## src/rtl/traffic_pkg.sv

```systemverilog
// Shared definitions for the crossroad traffic-light sequencer: phase codes,
// light encodings and default phase durations (BCD ticks).
package traffic_pkg;

  typedef enum logic [2:0] {
    PH_NSG  = 3'd0,
    PH_NSY  = 3'd1,
    PH_RED1 = 3'd2,
    PH_EWG  = 3'd3,
    PH_EWY  = 3'd4,
    PH_RED2 = 3'd5,
    PH_EMG  = 3'd6
  } phase_e;

  typedef enum logic {
    SUB_LOAD = 1'b0,
    SUB_RUN  = 1'b1
  } sub_e;

  localparam logic [2:0] LIGHT_R = 3'b100;
  localparam logic [2:0] LIGHT_Y = 3'b010;
  localparam logic [2:0] LIGHT_G = 3'b001;

  localparam logic [7:0] DEF_T_NSG = 8'h25;
  localparam logic [7:0] DEF_T_NSY = 8'h03;
  localparam logic [7:0] DEF_T_EWG = 8'h20;
  localparam logic [7:0] DEF_T_EWY = 8'h03;
  localparam logic [7:0] DEF_T_RED = 8'h02;

  // Normal rotation; leaving an emergency always goes through the RED2 clearance.
  function automatic phase_e next_phase(input phase_e p);
    case (p)
      PH_NSG:  return PH_NSY;
      PH_NSY:  return PH_RED1;
      PH_RED1: return PH_EWG;
      PH_EWG:  return PH_EWY;
      PH_EWY:  return PH_RED2;
      PH_RED2: return PH_NSG;
      default: return PH_RED2;
    endcase
  endfunction

endpackage

```

## src/rtl/traffic_seq_ctrl.sv

```systemverilog
// Phase sequencer: runs an external BCD counter pair as the phase timer and
// steps the lights through green/yellow/all-red with hold and emergency overrides.
module traffic_seq_ctrl
  import traffic_pkg::*;
#(
  parameter logic [7:0] T_NSG = DEF_T_NSG,
  parameter logic [7:0] T_NSY = DEF_T_NSY,
  parameter logic [7:0] T_EWG = DEF_T_EWG,
  parameter logic [7:0] T_EWY = DEF_T_EWY,
  parameter logic [7:0] T_RED = DEF_T_RED
) (
  input  logic       CP,
  input  logic       Rd,
  input  logic       tick,
  input  logic       hold,
  input  logic       emg,
  input  logic [7:0] cnt_Q,
  output logic       cnt_LD,
  output logic [7:0] cnt_D,
  output logic       cnt_EP,
  output logic       cnt_ET,
  output logic [2:0] ns_light,
  output logic [2:0] ew_light,
  output logic [2:0] phase
);

  phase_e     phase_reg, phase_next;
  sub_e       sub_reg, sub_next;
  logic [7:0] dur;
  logic       terminal;
  logic       emg_req;

  always_ff @(posedge CP) begin
    if (Rd) begin
      phase_reg <= PH_NSG;
      sub_reg   <= SUB_LOAD;
    end else begin
      phase_reg <= phase_next;
      sub_reg   <= sub_next;
    end
  end

  always_comb begin
    dur = 8'h00;
    case (phase_reg)
      PH_NSG:           dur = T_NSG;
      PH_NSY:           dur = T_NSY;
      PH_EWG:           dur = T_EWG;
      PH_EWY:           dur = T_EWY;
      PH_RED1, PH_RED2: dur = T_RED;
      default:          dur = 8'h00;
    endcase
  end

  // Plain equality: any out-of-range readback simply never terminates the phase.
  assign terminal = (sub_reg == SUB_RUN) && (phase_reg != PH_EMG) && (cnt_Q == dur);
  assign emg_req  = emg && (phase_reg != PH_EMG);

  always_comb begin
    phase_next = phase_reg;
    sub_next   = sub_reg;
    cnt_LD     = 1'b1;
    cnt_ET     = 1'b1;
    cnt_EP     = 1'b0;
    if (sub_reg == SUB_LOAD) begin
      cnt_LD   = 1'b0;
      cnt_ET   = 1'b0;
      sub_next = SUB_RUN;
    end else begin
      cnt_EP = tick && !hold && !terminal;
    end
    // Emergency pre-empts everything, including a pending terminal or hold.
    if (emg_req) begin
      phase_next = PH_EMG;
      sub_next   = SUB_LOAD;
    end else if (sub_reg == SUB_RUN && !hold) begin
      if (phase_reg == PH_EMG) begin
        if (!emg) begin
          phase_next = PH_RED2;
          sub_next   = SUB_LOAD;
        end
      end else if (terminal) begin
        phase_next = next_phase(phase_reg);
        sub_next   = SUB_LOAD;
      end
    end
  end

  always_comb begin
    ns_light = LIGHT_R;
    ew_light = LIGHT_R;
    case (phase_reg)
      PH_NSG:  ns_light = LIGHT_G;
      PH_NSY:  ns_light = LIGHT_Y;
      PH_EWG:  ew_light = LIGHT_G;
      PH_EWY:  ew_light = LIGHT_Y;
      default: begin
        ns_light = LIGHT_R;
        ew_light = LIGHT_R;
      end
    endcase
  end

  assign phase = phase_reg;
  assign cnt_D = 8'h00;

endmodule

```

## config.mk

```make
export PLATFORM = sky130hd
export DESIGN_NAME = traffic_seq_ctrl
export DESIGN_NICKNAME = d
export VERILOG_FILES = /design/src/rtl/traffic_pkg.sv /design/src/rtl/traffic_seq_ctrl.sv
export SDC_FILE = /design/constraint.sdc
export NUM_CORES = 1
export LEC_CHECK = 0
export BUFFER_PORTS_ARGS = -buffer_cell sky130_fd_sc_hd__buf_2
export CORE_AREA = 2 2 39 41
export DETAILED_ROUTE_END_ITERATION = 10
export DIE_AREA = 0 0 41 43
export GPL_ROUTABILITY_DRIVEN = 0
export HOLD_SLACK_MARGIN = 0.15
export PLACE_DENSITY_LB_ADDON = 0.12
export SLEW_MARGIN = 20
export SYNTH_ARGS = -nofsm -noshare
export SYNTH_HDL_FRONTEND = slang
export SYNTH_SLANG_ARGS = --single-unit
```

## constraint.sdc

```tcl
create_clock -name CP -period 1.97 [get_ports CP]
set_clock_uncertainty 0.2 [all_clocks]
set_input_delay 0.197 -clock CP [delete_from_list [all_inputs] [get_ports CP]]
set_output_delay 0.197 -clock CP [all_outputs]
set_load 0.01 [all_outputs]
```

# Word level (Yosys, flattened, before mapping)
# Index checks and enable logic that the tools add are counted.
totals:
  ff_bits: 4
  out_inout_bits: 20
  word_cells: 45
op_classes:
  eq_ne: 10
  muxes: 15
  reduce_logical: 17
op_table:
  columns: ["operator", "n"]
  rows:
  - ["case mux 6 bit (4 select lines)", 1]
  - ["2-to-1 mux 3 bit", 5]
  - ["case mux 3 bit (5 select lines)", 1]
  - ["case mux 3 bit (2 select lines)", 2]
  - ["== test 3 bit, second input constant", 3]
  - ["== test 8 bit", 1]
  - ["== test 3 x 2 -> 1 bit, second input constant", 2]
  - ["logical AND 1 bit", 6]
  - ["2-to-1 mux 1 bit", 6]
  - ["inequality test 3 bit, second input constant", 2]
  - ["AND reduction 3 bit", 2]
  - ["OR reduction 2 bit", 3]
  - ["nonzero test 2 bit", 2]
  - ["== test 3 x 1 -> 1 bit, second input constant", 1]
  - ["zero test 3 bit", 1]
  - ["nonzero test 3 bit", 1]
  - ["zero test 1 bit", 2]
  - ["inequality test 2 bit, second input constant", 1]

# Longest topological paths before layout
# Gate-level depths: netlist of the first run.
depth:
  word_depth: 9
  depth_mapped: 6

# Worst setup path before layout of the first run
# Ideal clock, no wire load.
synth_path:
  path_type: "flip-flop to flip-flop"
  from: "register phase_reg[1] (netlist: phase[1])"
  to: "register phase_reg[2] (netlist: phase[2])"
  arrival_ns: 1.613
  t_required_ns: 1.654
  setup_slack_ns: 0.041
  stages_incl_launch_ff: 7
  synth_period_minus_slack_ns: 1.929
  cell_sequence: "dfxtp_1 buf_4 nor3_2 xnor2_1 nand4_1 or2_1 o211a_1"
synth_via:
  elab_chain_cells: 7
synth_rtl:
  columns: ["item", "line_no", "rtl"]
  rows:
  - ["from (decl)", "traffic_seq_ctrl.sv:27", "phase_e phase_reg, phase_next;"]
  - ["from (signal assigned)", "traffic_seq_ctrl.sv:38", "phase_reg <= phase_next;"]
  - ["== test 3 bit, or another cell as far along", "traffic_pkg.sv:32, traffic_seq_ctrl.sv:45", null]
  - ["OR reduction 2 bit, on equally long branches", null, null]
  - ["case mux 6 bit (4 select lines)", "traffic_seq_ctrl.sv:45", "case (phase_reg)"]
  - ["== test 8 bit", "traffic_seq_ctrl.sv:56", "assign terminal = (sub_reg == SUB_RUN) && (phase_reg != PH_EMG) && (cnt_Q == dur);"]
  - ["logical AND 1 bit", "traffic_seq_ctrl.sv:56", null]
  - ["nonzero test 3 bit (no line)", null, null]
  - ["AND reduction 3 bit (no line)", null, null]
# Parallel ways exist; a longest one is shown, timed or not. The select of a mux whose other input is x is not followed.
# A chain may end at the register's enable or synchronous reset.

# Final worst setup path of the first run
layout_path:
  from: "register phase_reg[1] (netlist: phase[1])"
  to: "output port cnt_EP"
layout_via:
  elab_chain_cells: 8
layout_rtl:
  columns: ["item", "line_no", "rtl"]
  rows:
  - ["== test 3 bit, or another cell as far along", "traffic_seq_ctrl.sv:45", null]
  - ["OR reduction 2 bit, on equally long branches", null, null]
  - ["case mux 6 bit (4 select lines)", "traffic_seq_ctrl.sv:45", null]
  - ["== test 8 bit", "traffic_seq_ctrl.sv:56", null]
  - ["logical AND 1 bit *", "traffic_seq_ctrl.sv:56", null]
  - ["zero test 1 bit *", "traffic_seq_ctrl.sv:70", "cnt_EP = tick && !hold && !terminal;"]
  - ["logical AND 1 bit *", "traffic_seq_ctrl.sv:70", null]
  - ["2-to-1 mux 1 bit *", "traffic_seq_ctrl.sv:65", "if (sub_reg == SUB_LOAD) begin"]
  - ["to (decl)", "traffic_seq_ctrl.sv:20", "output logic cnt_EP,"]
# Mark *: on every way between the ends. The rest lies on a longest branch, timed or not.

==> flow_results.org, run 1 <==
** Timing
- Setup violations remaining at the end of the flow were counted as 1.
- Summed over all failing endpoints, the final setup total negative slack is -0.0351 ns.
- Static timing analysis puts the maximum clock frequency at 0.499 GHz.
- Post-Route Hold Slack :: about 0.38 ns
- The max-slew violation count is 0.
- Unrepaired setup endpoints after global routing :: yes
- Time the final worst path needs with I/O delays and setup :: 2.01 ns
- The number of hold-slack violations in the final timing report came to 0.
- Post-layout worst setup margin :: -0.0351 ns
- Share of the clock period used by the worst path after layout :: 102%

** Die
- The total area inside the core boundary comes to approximately 1400 um2.
- The die covers ~1800 um2.
- In this run the horizontal extent of the chip is 41 um.
- In this run the core area contains 14 standard-cell rows.
- During I/O placement, the number of pins put on the boundary was 33.
- In this run the vertical extent of the chip is 43 um.
- The initial utilization of the core area, before any placement, comes to a little over a third.

** Setup path
- Critical register-to-register path endpoint :: phase[2]$_SDFFE_PP0P_
- Setup crit end :: cnt_EP
- Cell with the largest stage delay on the worst path :: or3b_4
- Worst-case reg-to-reg path depth :: 6
- The cell family contributing the most delay on the critical path is compound AO/OA/AOI/OAI gates.
- Of all nets on the critical path, the largest fanout is 5.
- Counting both buffers and inverters, the worst setup path holds a total of 1.
- In this run the worst setup path begins at phase[1]$_SDFFE_PP0P_.
- The worst setup path is launched from a flip-flop.
- Critical path endpoint category :: output port
- Traced cell by cell, the critical path runs through or3b_4 > o21ai_4 > a31oi_4 > o311a_1 > buf_2.
- For the worst setup path, the data arrival time is about 1.6 ns.
- For the worst setup path, the data required time is between 1.5 and 2 ns.
- In this run the critical register-to-register path is launched from phase[1]$_SDFFE_PP0P_.
- For flop-to-flop paths, the worst setup slack is 0.06 ns.
- For this run, the slowest stage of the critical path takes around 0.40 ns.
- The worst setup path is of the reg -> out kind.
- In this run the number of cells on the critical path is 5.

** Placed design
- The HPWL after detailed placement is about 1.0 mm.
- The count of buffers added on input and output ports is 24.
- Number of cells in the design after placement :: around 110

** Flow run
- Max cap viols :: 0

** Synth
- Syn avg cell area :: just under 8 um2
- Synthesis-stage register bit count :: 4
- Summing the sequential cell areas from Yosys gives 16.0% of the chip area.
- The Yosys step of the flow raised 0 warnings.
- Area of the mapped netlist :: ~500 um2
- Post-synthesis instance total :: 64
- Count of unique library cells instantiated by Yosys :: 34

** Power
- Net switching is around a third of the power.
- Sequential cells account for between 20 and 30% of the total power.
- Cell internal power was estimated by the tool at ~210 uW.
- For this design the ratio of total power to cell area is 426 nW/um2.
- The worst-case IR drop observed on VDD is around 0.30 mV.
- Leak pwr :: 0.000351 uW
- Final total power :: approximately 310 uW
- Of the total power, combinational logic draws roughly 37%.
- Total net switching power :: between 100 and 150 uW
- The clock network is responsible for between 30% and 40% of the overall power.

** Global routing
- All-Layer GR Usage :: between 10% and 20%
- Global-route wire length before repair :: 1.97 mm
- Residual overflow from global routing :: 0
- Entering global routing, the biggest net connects 9 pins.
- The via count of the first global-routing pass came to ~480.
- The number of antenna violations at the first check in global routing came to 0.

** Cells and area
- Max FFs per register :: 3
- # diodes :: 0
- From synthesis to final layout, the design area changed by 46.5%.
- Final standard cell count with taps included and fillers excluded :: approximately 120
- For this run, the post-layout net count is ~110.
- Fraction of final layout cells sized beyond drive strength 1 :: between 40% and 50%
- Filler cell count in the final layout :: 153

** Detailed routing
- After the first detailed-routing iteration, the DRC count stood at 7.
- Met2 routed wirelength :: between 600 and 700 um
- Dividing the detail-routed wire length by the instance count gives between 10 and 15 um.
- Post-Route WL :: around 1.3 mm
- The first detailed-routing pass took 4 iterations.
- Summing over every cut layer, the via total after detailed routing is roughly 550.
- Vias per cell :: between 4 and 5
- In the final routing, the length of wire on met1 measures between 500 and 600 um.
- Number of design rule violations left after detail routing :: 0
- Detailed route wirelength on metal3 :: between 100 and 150 um
- Uppermost layer routed :: met3
- Once detail routing completed, the nets flagged for antenna violations numbered 0.

** CTS
- CTS H-tree depth :: 1
- The tree is rooted in a clkbuf_4.
- Total number of clock tree sinks :: 4
- Post-CTS clock slew at the launch and capture registers of the worst setup and hold paths :: 0.03 ns
- Inserted Clock Buffers :: 3
- Clock latency of the later-clocked register in the worst-skew pair :: 0.24 ns
- Clock tree from TritonCTS :: built
- Max Buffers Root-to-Sink :: 2

** Outcome
- Violations in the final reports :: setup timing
- Run status :: finished with violations

** Worst hold path
- HP Class :: in -> reg
-- metrics by stage --
step / setup WS [ns] / utilization, % / cell area, um2
after floorplan: 0.0411 / - / 527
after global placement: 0.0745 / 45.2 / 626
after detailed placement: 0.0774 / 45.2 / 626
after CTS: -0.0487 / 52.8 / 731
after global routing: -0.106 / 53.0 / 733
final: -0.0351 / 53.0 / 733
-- cell usage after synthesis --
library cell | count | area [um2]
or2_1 | 1 | 6.26
nor3_2 | 1 | 10.0
o22ai_1 | 1 | 6.26
conb_1 | 1 | 3.75
a211oi_1 | 1 | 7.51
o211a_1 | 2 | 20.0
buf_6 | 1 | 11.3
o21bai_1 | 1 | 7.51
or3_1 | 1 | 6.26
o211ai_1 | 1 | 7.51
a32o_1 | 1 | 10.0
buf_4 | 11 | 82.6
nor2_1 | 6 | 22.5
nor4_1 | 2 | 12.5
or2_2 | 1 | 6.26
nand2b_1 | 1 | 6.26
a31oi_1 | 1 | 6.26
nand4_1 | 1 | 6.26
nand2_1 | 4 | 15.0
a311oi_2 | 1 | 15.0
xor2_1 | 1 | 8.76
o21ai_2 | 1 | 8.76
o31ai_1 | 1 | 7.51
a21oi_1 | 2 | 10.0
xnor2_1 | 3 | 26.3
or3b_4 | 1 | 11.3
dfxtp_1 | 4 | 80.1
inv_1 | 3 | 11.3
nor2b_1 | 1 | 6.26
o21ai_0 | 2 | 10.0
nor3b_1 | 2 | 15.0
a31oi_4 | 1 | 21.3
nand3_1 | 1 | 5.00
o311a_1 | 1 | 10.0
-- cell families after synthesis --
kind of cell / Yosys count / share of synthesized area (%)
XOR/XNOR: 4 / 7.00
AND/OR/NAND/NOR: 23 / 25.8
AO/OA/AOI/OAI: 17 / 29.5
other: 1 / 0.749
buffers and inverters: 15 / 21.0
flip-flops: 4 / 16.0
-- repair_timing --
item | 4_1_cts | 5_1_grt
hold endpoints to repair | 4 | 0
resized for setup | 10 | 1
hold buffers | 3 | 0
setup endpoints to repair | 1 | 3
pin swaps | 3 | 2
setup buffers | 3 | 0
-- area by class of cell --
type                       instances  area (um2)  share of cell area [%]
clock buffer                       3        22.5                    3.07
sequential                         4        91.3                    12.5
multi-input combinational         52         359                    49.0
timing repair buffer              37         229                    31.2
tap                               16        20.0                    2.73
inverter                           3        11.3                    1.54
-- tightest hold or removal path: stages --
cell	delay, ns
buf_2	0.08
nor4_1	0.04
nand4_1	0.12
buf_4	0.14
or2_4	0.11
a311oi_2	0.08
-- worst min-delay path by stage --
stage / cells past startpoint / endpoint / from
3_5_place_dp: 2 / phase[1]$_SDFFE_PP0P_ / Rd
5_1_grt: 6 / phase[1]$_SDFFE_PP0P_ / cnt_Q[6]
3_3_place_gp: 2 / phase[1]$_SDFFE_PP0P_ / Rd
4_1_cts: 6 / phase[2]$_SDFFE_PP0P_ / cnt_Q[6]
2_1_floorplan: 1 / phase[1]$_SDFFE_PP0P_ / Rd
6_report: 6 / phase[1]$_SDFFE_PP0P_ / cnt_Q[6]
-- routing by layer --
metal,GRT usage [%],up-vias
met5,0,-
met4,2.00,0
met3,9.42,0
met2,25.9,25
met1,21.0,244
li1,-,284
-- layout by cell type, fill, tap and decap left out, types with 2 or more instances in the layout --
| master | n |
|---|---|
| buf_4 | 9 |
| nor3b_1 | 2 |
| nor4_1 | 2 |
| conb_1 | 8 |
| inv_1 | 3 |
| xnor2_1 | 3 |
| o211a_1 | 2 |
| a21oi_1 | 2 |
| nand2_1 | 4 |
| clkbuf_4 | 3 |
| dfxtp_4 | 3 |
| dlygate4sd3_1 | 3 |
| buf_2 | 24 |
| o21ai_0 | 2 |
| nor2_1 | 6 |
-- power by group through the flow --
stage	Combinational [uW]	Clock, uW	Sequential, uW
detailed placement	104	0	93.3
CTS	116	109	91.2
finish	117	105	91.2
global route	129	119	92.2
floorplan	80.3	0	92.8
global placement	103	0	93.3
Note: power is estimated with default switching activity, not from simulation.
==> run 2: changes to the inputs <==
==> constraint.sdc (replaced) <==
create_clock -name CP -period 1.97 [get_ports CP]
set_clock_uncertainty 0.2 [all_clocks]
set_input_delay 0.2955 -clock CP [delete_from_list [all_inputs] [get_ports CP]]
set_output_delay 0.2955 -clock CP [all_outputs]
set_load 0.01 [all_outputs]
==> flow_results.org, run 2 (same netlist as run 1, synthesis figures left out) <==
** Setup path
- STA classifies the critical path endpoint as an output port.
- Cell family with the largest share of critical-path delay :: compound AO/OA/AOI/OAI gates
- CP Class :: reg -> out
- Worst Path Required :: 1.47 ns (-0.10 ns)
- Startpoint type of the worst setup path :: flip-flop
- Data arrival time of the critical path :: 1.65 ns (+0.04 ns)
- The sum of buffers and inverters on the critical path is 1 (unchanged).
- Cell with the largest stage delay on the worst path :: or3b_4
- Walking the worst path, the cells encountered are or3b_4 > o21ai_4 > a31oi_4 > o311a_1 > buf_2.
- Longest individual stage delay on the worst path :: 0.41 ns (about the same)
- The largest fanout on the critical path came to 5 (unchanged).

** Timing
- Sum Neg Setup Slack :: -0.187 ns (-0.152 ns)
- Post-layout worst setup margin :: -0.178 ns (-0.143 ns)
- Achievable Freq :: 0.466 GHz (-6.6%)
- Pins over their slew limit :: 0 (unchanged)
- The part of the cycle the worst path needs was 109% (+7.2 points).
- The number of hold-slack violations in the final timing report came to 0 (unchanged).
- Unrepaired setup endpoints after global routing :: yes
- The count of final setup violators is 2 (+1).
- The worst hold slack is 0.229 ns (-0.150 ns).
- Time the final worst path needs with I/O delays and setup :: 2.15 ns (+0.143 ns)

** Power
- The worst-case vdd ir drop is 0.201 mV (-33%).
- The total power density per cell area was 421 nW/um2 (-1.3%).
- The post-layout total power is 317 uW (+1.4%).
- Leak pwr :: 0.000359 uW (+2.2%)

** Global routing
- The number of antenna violations at the first check in global routing was 0 (unchanged).
- The overall track demand over capacity in global routing was 17.0% (+0.032 points).
- Vias in the first global route :: 490 (+1.2%)
- The first-pass GRT wire length is 2.12 mm (+7.3%).
- Residual overflow from global routing :: 0 (unchanged)
- Largest net degree at the start of global routing :: 9 (unchanged)

** Cells and area
- Max FFs per register :: 3 (unchanged)
- Filler cell count in the final layout :: 142 (-7.2%)
- Sequential cell area :: 91.3 um2 (unchanged)
- Number of nets at the end of the flow :: 114 (unchanged)
- # diodes :: 0 (unchanged)
- Leaving out fill and tap cells, the most frequent cell in the layout is buf_2.
- Area delta synth->final :: 50.5%
- Final non-filler cell area :: 753 um2 (+2.7%)
- The library cells used most frequently in the layout, excluding fill and tap cells, are 24 x buf_2, 9 x buf_4, 8 x conb_1, 5 x nor2_1, 4 x nand2_1.
- Area taken by multi-input logic gates :: 377 um2 (+4.9%)
- The fraction of final layout cells with drive strength greater than 1 came to 54.5% (+6.1 points).

** Detailed routing
- Number of iterations in the first detailed-routing pass :: 5 (+1)
- Post-Route WL :: 1.40 mm (+10%)
- The count of antenna-violating nets left after detailed routing is 0 (unchanged).
- Initial drt markers :: 12 (+5)
- Number of design rule violations left after detail routing :: 0 (unchanged)
- The via count of the routed design was 557 (+0.72%).
- The average routed wire per standard cell is 12.2 um (+10%).
- The via-per-instance ratio was 4.84 (+0.72%).

** CTS
- Max Buffers Root-to-Sink :: 2 (unchanged)
- The number of buffers created by CTS was 3 (unchanged).
- Root buf cell :: clkbuf_4
- Post-CTS clock slew at the launch and capture registers of the worst setup and hold paths :: 0.04 ns (about the same)
- Clock tree from TritonCTS :: built
- Total number of clock tree sinks :: 4 (unchanged)
- Clock latency of the later-clocked register in the worst-skew pair :: 0.23 ns (about the same)
- The number of levels in the clock H-tree was 1 (unchanged).

** Die
- IO Count :: 33 (unchanged)
- The area of the die came to 1760 um2 (unchanged).
- The initial core utilization came to 36.2% (unchanged).
- Placeable core area :: 1380 um2 (unchanged)
- The row count is 14 (unchanged).
- Height of the die :: 43 um (unchanged)
- DIE WIDTH :: 41 um (unchanged)

** Outcome
- The run finished, with violations left.
- The checks that failed: setup timing.

** Placed design
- The number of buffers added on ports was 24 (unchanged).
- The cell area after placement came to 647 um2 (+3.4%).
- Place WS :: 0.0106 ns (-0.0669 ns)
- The post-detailed-placement half-perimeter wirelength came to 1.09 mm (+6.8%).

** Flow run
- The number of maximum-capacitance constraint violations came to 0 (unchanged).

** Worst hold path
- HP Class :: in -> reg
-- run 2: timing repair --
item	CTS	global route
resized for setup	10	7
pin swaps	4	6
hold buffers	1	0
buffers inserted	3	2
endpoints found under the hold margin	1	0
endpoints found under the setup margin	1	6
-- run 2: area by class of cell --
class / instances / share of cell area [%]
multi-input combinational: 52 / 50.0
clock buffer: 3 / 2.99
inverter: 3 / 1.50
sequential: 4 / 12.1
tap: 16 / 2.66
timing repair buffer: 37 / 30.7
-- run 2: tightest hold or removal path: cells and delay by family --
kind                   cells  cell delay, ns
buffers and inverters      1            0.13
AOI/OAI and AO/OA          2            0.13
and+or+nand+nor            1            0.06
-- run 2: per-stage QoR --
step,util (%),cells
CTS,52.8,115
finish,54.4,115
global placement,46.7,108
detailed placement,46.7,108
global route,54.4,115
floorplan,-,71
-- run 2: final timing paths --
path                          from  slack (ns)  cells after the start                    end
min                            emg        0.23                      4  phase[0]$_SDFFE_PP0P_
max          phase[2]$_SDFFE_PP0P_       -0.18                      5                 cnt_EP
min reg2reg     sub_reg$_SDFF_PP0_        0.41                      2  phase[0]$_SDFFE_PP0P_
max reg2reg  phase[1]$_SDFFE_PP0P_       -0.01                      8  phase[2]$_SDFFE_PP0P_
-- run 2: power breakdown --
part	total [uW]	internal (uW)	leakage (uW)	switching [uW]
Sequential	90.0	83.6	0.0000350	6.32
Combinational	125	61.3	0.000310	63.5
Clock	102	68.2	0.0000138	33.8
Total	317	213	0.000359	104
-- run 2: per-layer routing --
metal	vias up	track usage [%]	wire length, um	part of all wire [%]
met3	0	3.14	73	5.2
li1	285	-	-	-
met1	257	19.7	572	41
met5	-	0	0	0
met2	15	30.3	756	54
met4	0	3.33	0	0
==> run 3: changes to the inputs <==
Settings changed: CORE_AREA 2 2 39 41 to default, CORE_UTILIZATION from default to 36, DIE_AREA 0 0 41 43 to default.
Clock period 1.97 ns to 1.8 ns, I/O delays scaled along.
==> flow_results.org, run 3 (same netlist as run 1, synthesis figures left out) <==
** Outcome
- The flow ran to the end, but the final reports show violations.
- The final reports fail on setup timing.

** CTS
- Total number of clock tree sinks :: 4 (unchanged)
- The number of buffers created by CTS came to 3 (unchanged).
- Root buf cell :: clkbuf_4
- The number of levels in the clock H-tree came to 1 (unchanged).
- Clock tree from TritonCTS :: built
- Post-CTS clock slew at the launch and capture registers of the worst setup and hold paths :: 0.04 ns (about the same)
- Max Buffers Root-to-Sink :: 2 (unchanged)
- Clock latency of the later-clocked register in the worst-skew pair :: 0.24 ns (about the same)

** Timing
- The count of final setup violators is 4 (+2).
- Achievable Freq :: roughly 0.48 GHz
- Share of the clock period used by the worst path after layout :: 116%
- Count of endpoints failing hold in the final timing report :: 0 (unchanged)
- Sum Neg Setup Slack :: -0.469 ns (-0.281 ns)
- Setup repair after global routing could not meet its margin everywhere.
- Time the final worst path needs with I/O delays and setup :: about 2.1 ns
- The setup slack of the critical path after layout was -0.293 ns (-0.115 ns).
- Pins over their slew limit :: 0 (unchanged)

** Power
- Power share of the clock group :: 33.6% (+1.4 points)
- The internal power came to 236 uW (+11%).
- Proportion of power drawn by flip-flops and latches :: 28.0% (-0.4 points)
- The net switching power is 120 uW (+15%).
- The switching part of the total power was 33.6% (+0.92 points).
- The share of power burned in combinational logic came to 38.5% (-0.9 points).
- The total power density per cell area is 457 nW/um2 (+8.8%).
- The worst-case vdd ir drop was 0.316 mV (+57%).
- Leak pwr :: 0.000367 uW (+2.3%)

** Flow run
- Max cap viols :: 0 (unchanged)

** Die
- Row Count :: 13 (-1)
- Height of the die :: 39.3 um (-8.6%)
- The number of placed I/O pins came to 33 (unchanged).
- The initial core utilization came to 38.5% (+2.3 points).
- The area of the die came to 1540 um2 (-12%).
- DIE WIDTH :: 39.3 um (-4.2%)
- Placeable core area :: 1300 um2 (-6.0%)

** Detailed routing
- Post-Route WL :: 1.29 mm (-7.9%)
- The remaining design rule violation count was 0 (unchanged).
- The average routed wire per standard cell came to 11.1 um (-8.7%).
- Antenna-violating nets left :: 0 (unchanged)
- Number of iterations in the first detailed-routing pass :: 4 (-1)
- The via-per-instance ratio came to 4.87 (+0.56%).
- The number of DRC markers after the initial detailed-route iteration was 8 (-4).
- The via count of the routed design was 565 (+1.4%).

** Setup path
- The critical path goes through or3b_4 > o21ai_4 > a31oi_4 > o311a_1 > buf_2.
- Cell with the largest stage delay on the worst path :: or3b_4
- Critical path endpoint category :: output port
- The critical path is of the reg -> out type.
- Critical Path Fanout Max :: 5 (unchanged)
- Longest individual stage delay on the worst path :: 0.42 ns (about the same)
- Cell family with the largest share of critical-path delay :: compound AO/OA/AOI/OAI gates
- The arrival time at the worst endpoint is 1.62 ns (-0.03 ns).
- Worst-case reg-to-reg path depth :: 6 (-2)
- Startpoint type of the worst setup path :: flip-flop
- RR Startpoint :: phase[2]$_SDFFE_PP0P_
- The worst register-to-register path ends at phase[1]$_SDFFE_PP0P_.
- The worst-case register-to-register setup slack came to -0.08 ns (-0.07 ns).
- Combined buffer and inverter count along the critical path :: 1 (unchanged)
- Worst Path Required :: 1.33 ns (-0.14 ns)

** Worst hold path
- Min-delay src :: hold
- HP Class :: in -> reg
- Hold Path Depth :: 3 (-1)
- The worst hold path terminates at phase[0]$_SDFFE_PP0P_.

** Placed design
- The number of buffers added on ports is 24 (unchanged).
- Post-detail-place hpwl :: 1.01 mm (-7.3%)

** Cells and area
- The area growth from synthesis to layout is 55.2%.
- The core occupancy in the finished layout is 59.7% (+5.3 points).
- Max FFs per register :: 3 (unchanged)
- Number of nets at the end of the flow :: 116 (+1.8%)
- The fraction of final layout cells with drive strength greater than 1 came to 56.4% (+1.9 points).
- The area used by sequential logic in the layout came to 91.3 um2 (unchanged).
- The number of filler instances in the final layout came to 129 (-9.2%).
- In the layout the commonest cells are 24 x buf_2, 11 x buf_4, 8 x conb_1, 5 x nor2_1, 4 x nand2_1.
- The area of the multi-input gates was 388 um2 (+3.0%).
- The number of antenna diodes was 0 (unchanged).
- Most common cell after layout, fill and taps aside :: buf_2

** Global routing
- The number of antenna violations at the first check in global routing came to 0 (unchanged).
- The via count of the first global-routing pass is 439 (-10%).
- The global route total overflow came to 0 (unchanged).
- All-Layer GR Usage :: 19.3% (+2.3 points)
- The pin count of the biggest net entering global routing was 7 (-2).
- The first-pass GRT wire length was 1.92 mm (-9.4%).
[run 3: changes by cell type in the layout (fill, tap and decap cells not counted)]
cell and delta:
o31ai_1 -1, buf_6 -1, o31ai_2 +1, a21oi_1 -1, dlygate4sd3_1 +1, or2_2 -1
a21oi_2 +1, or2_4 +1, buf_4 +2
[run 3: tightest hold or removal path: cells and delay by family]
kind                   cells  cell delay, ns
AOI/OAI and AO/OA          1            0.09
buffers and inverters      1            0.08
and+or+nand+nor            1            0.16
[run 3: area by class of cell]
| type | instances | share of cell area [%] |
|---|---|---|
| multi-input combinational | 52 | 49.9 |
| timing repair buffer | 39 | 31.6 |
| sequential | 4 | 11.8 |
| clock buffer | 3 | 2.90 |
| tap | 15 | 2.42 |
| inverter | 3 | 1.45 |
[run 3: how the worst max path moves through the flow]
stage,slack [ns],depth (start not counted),from,to
finish,-0.29,5,phase[2]$_SDFFE_PP0P_,cnt_EP
global route,-0.34,5,phase[1]$_SDFFE_PP0P_,cnt_EP
CTS,-0.30,5,phase[1]$_SDFFE_PP0P_,cnt_EP
detailed placement,-0.12,6,phase[0]$_SDFFE_PP0P_,phase[1]$_SDFFE_PP0P_
global placement,-0.11,6,phase[0]$_SDFFE_PP0P_,phase[1]$_SDFFE_PP0P_
floorplan,-0.1,5,phase[2]$_SDFFE_PP0P_,cnt_EP
[run 3: power groups by stage]
| stage | clock network [uW] | logic (uW) | registers, uW |
|---|---|---|---|
| 6_report | 119 | 137 | 99.4 |
| 5_1_grt | 125 | 151 | 100 |
| 4_1_cts | 125 | 133 | 102 |
| 3_5_place_dp | 0 | 125 | 103 |
| 3_3_place_gp | 0 | 125 | 103 |
| 2_1_floorplan | 0 | 91.2 | 102 |
[run 3: per-layer routing]
metal  routed length (um)  global-route usage, %
met1                  606                   24.5
met2                  600                   29.2
met3                   73                   6.82
met4                   11                   7.76
met5                    0                      0
[run 3: stage by stage]
| step | area [um2] | setup slack (ns) | power [uW] | hold slack [ns] | instances |
|---|---|---|---|---|---|
| finish | 777 | -0.293 | 355 | 0.195 | 116 |
| global route | 777 | -0.336 | 376 | 0.202 | 116 |
| CTS | 753 | -0.300 | 360 | 0.182 | 116 |
| detailed placement | 671 | -0.120 | 228 | 0.299 | 110 |
| global placement | 671 | -0.111 | 228 | 0.296 | 110 |
| floorplan | 543 | -0.0991 | 194 | 0.130 | 71 |
[run 3: repair_timing]
item | CTS | global route
pin swaps | 3 | 1
gates resized for setup | 8 | 8
endpoints found under the setup margin | 6 | 7
hold buffers | 2 | 0
hold endpoints to repair | 4 | 0
buffers inserted | 1 | 0
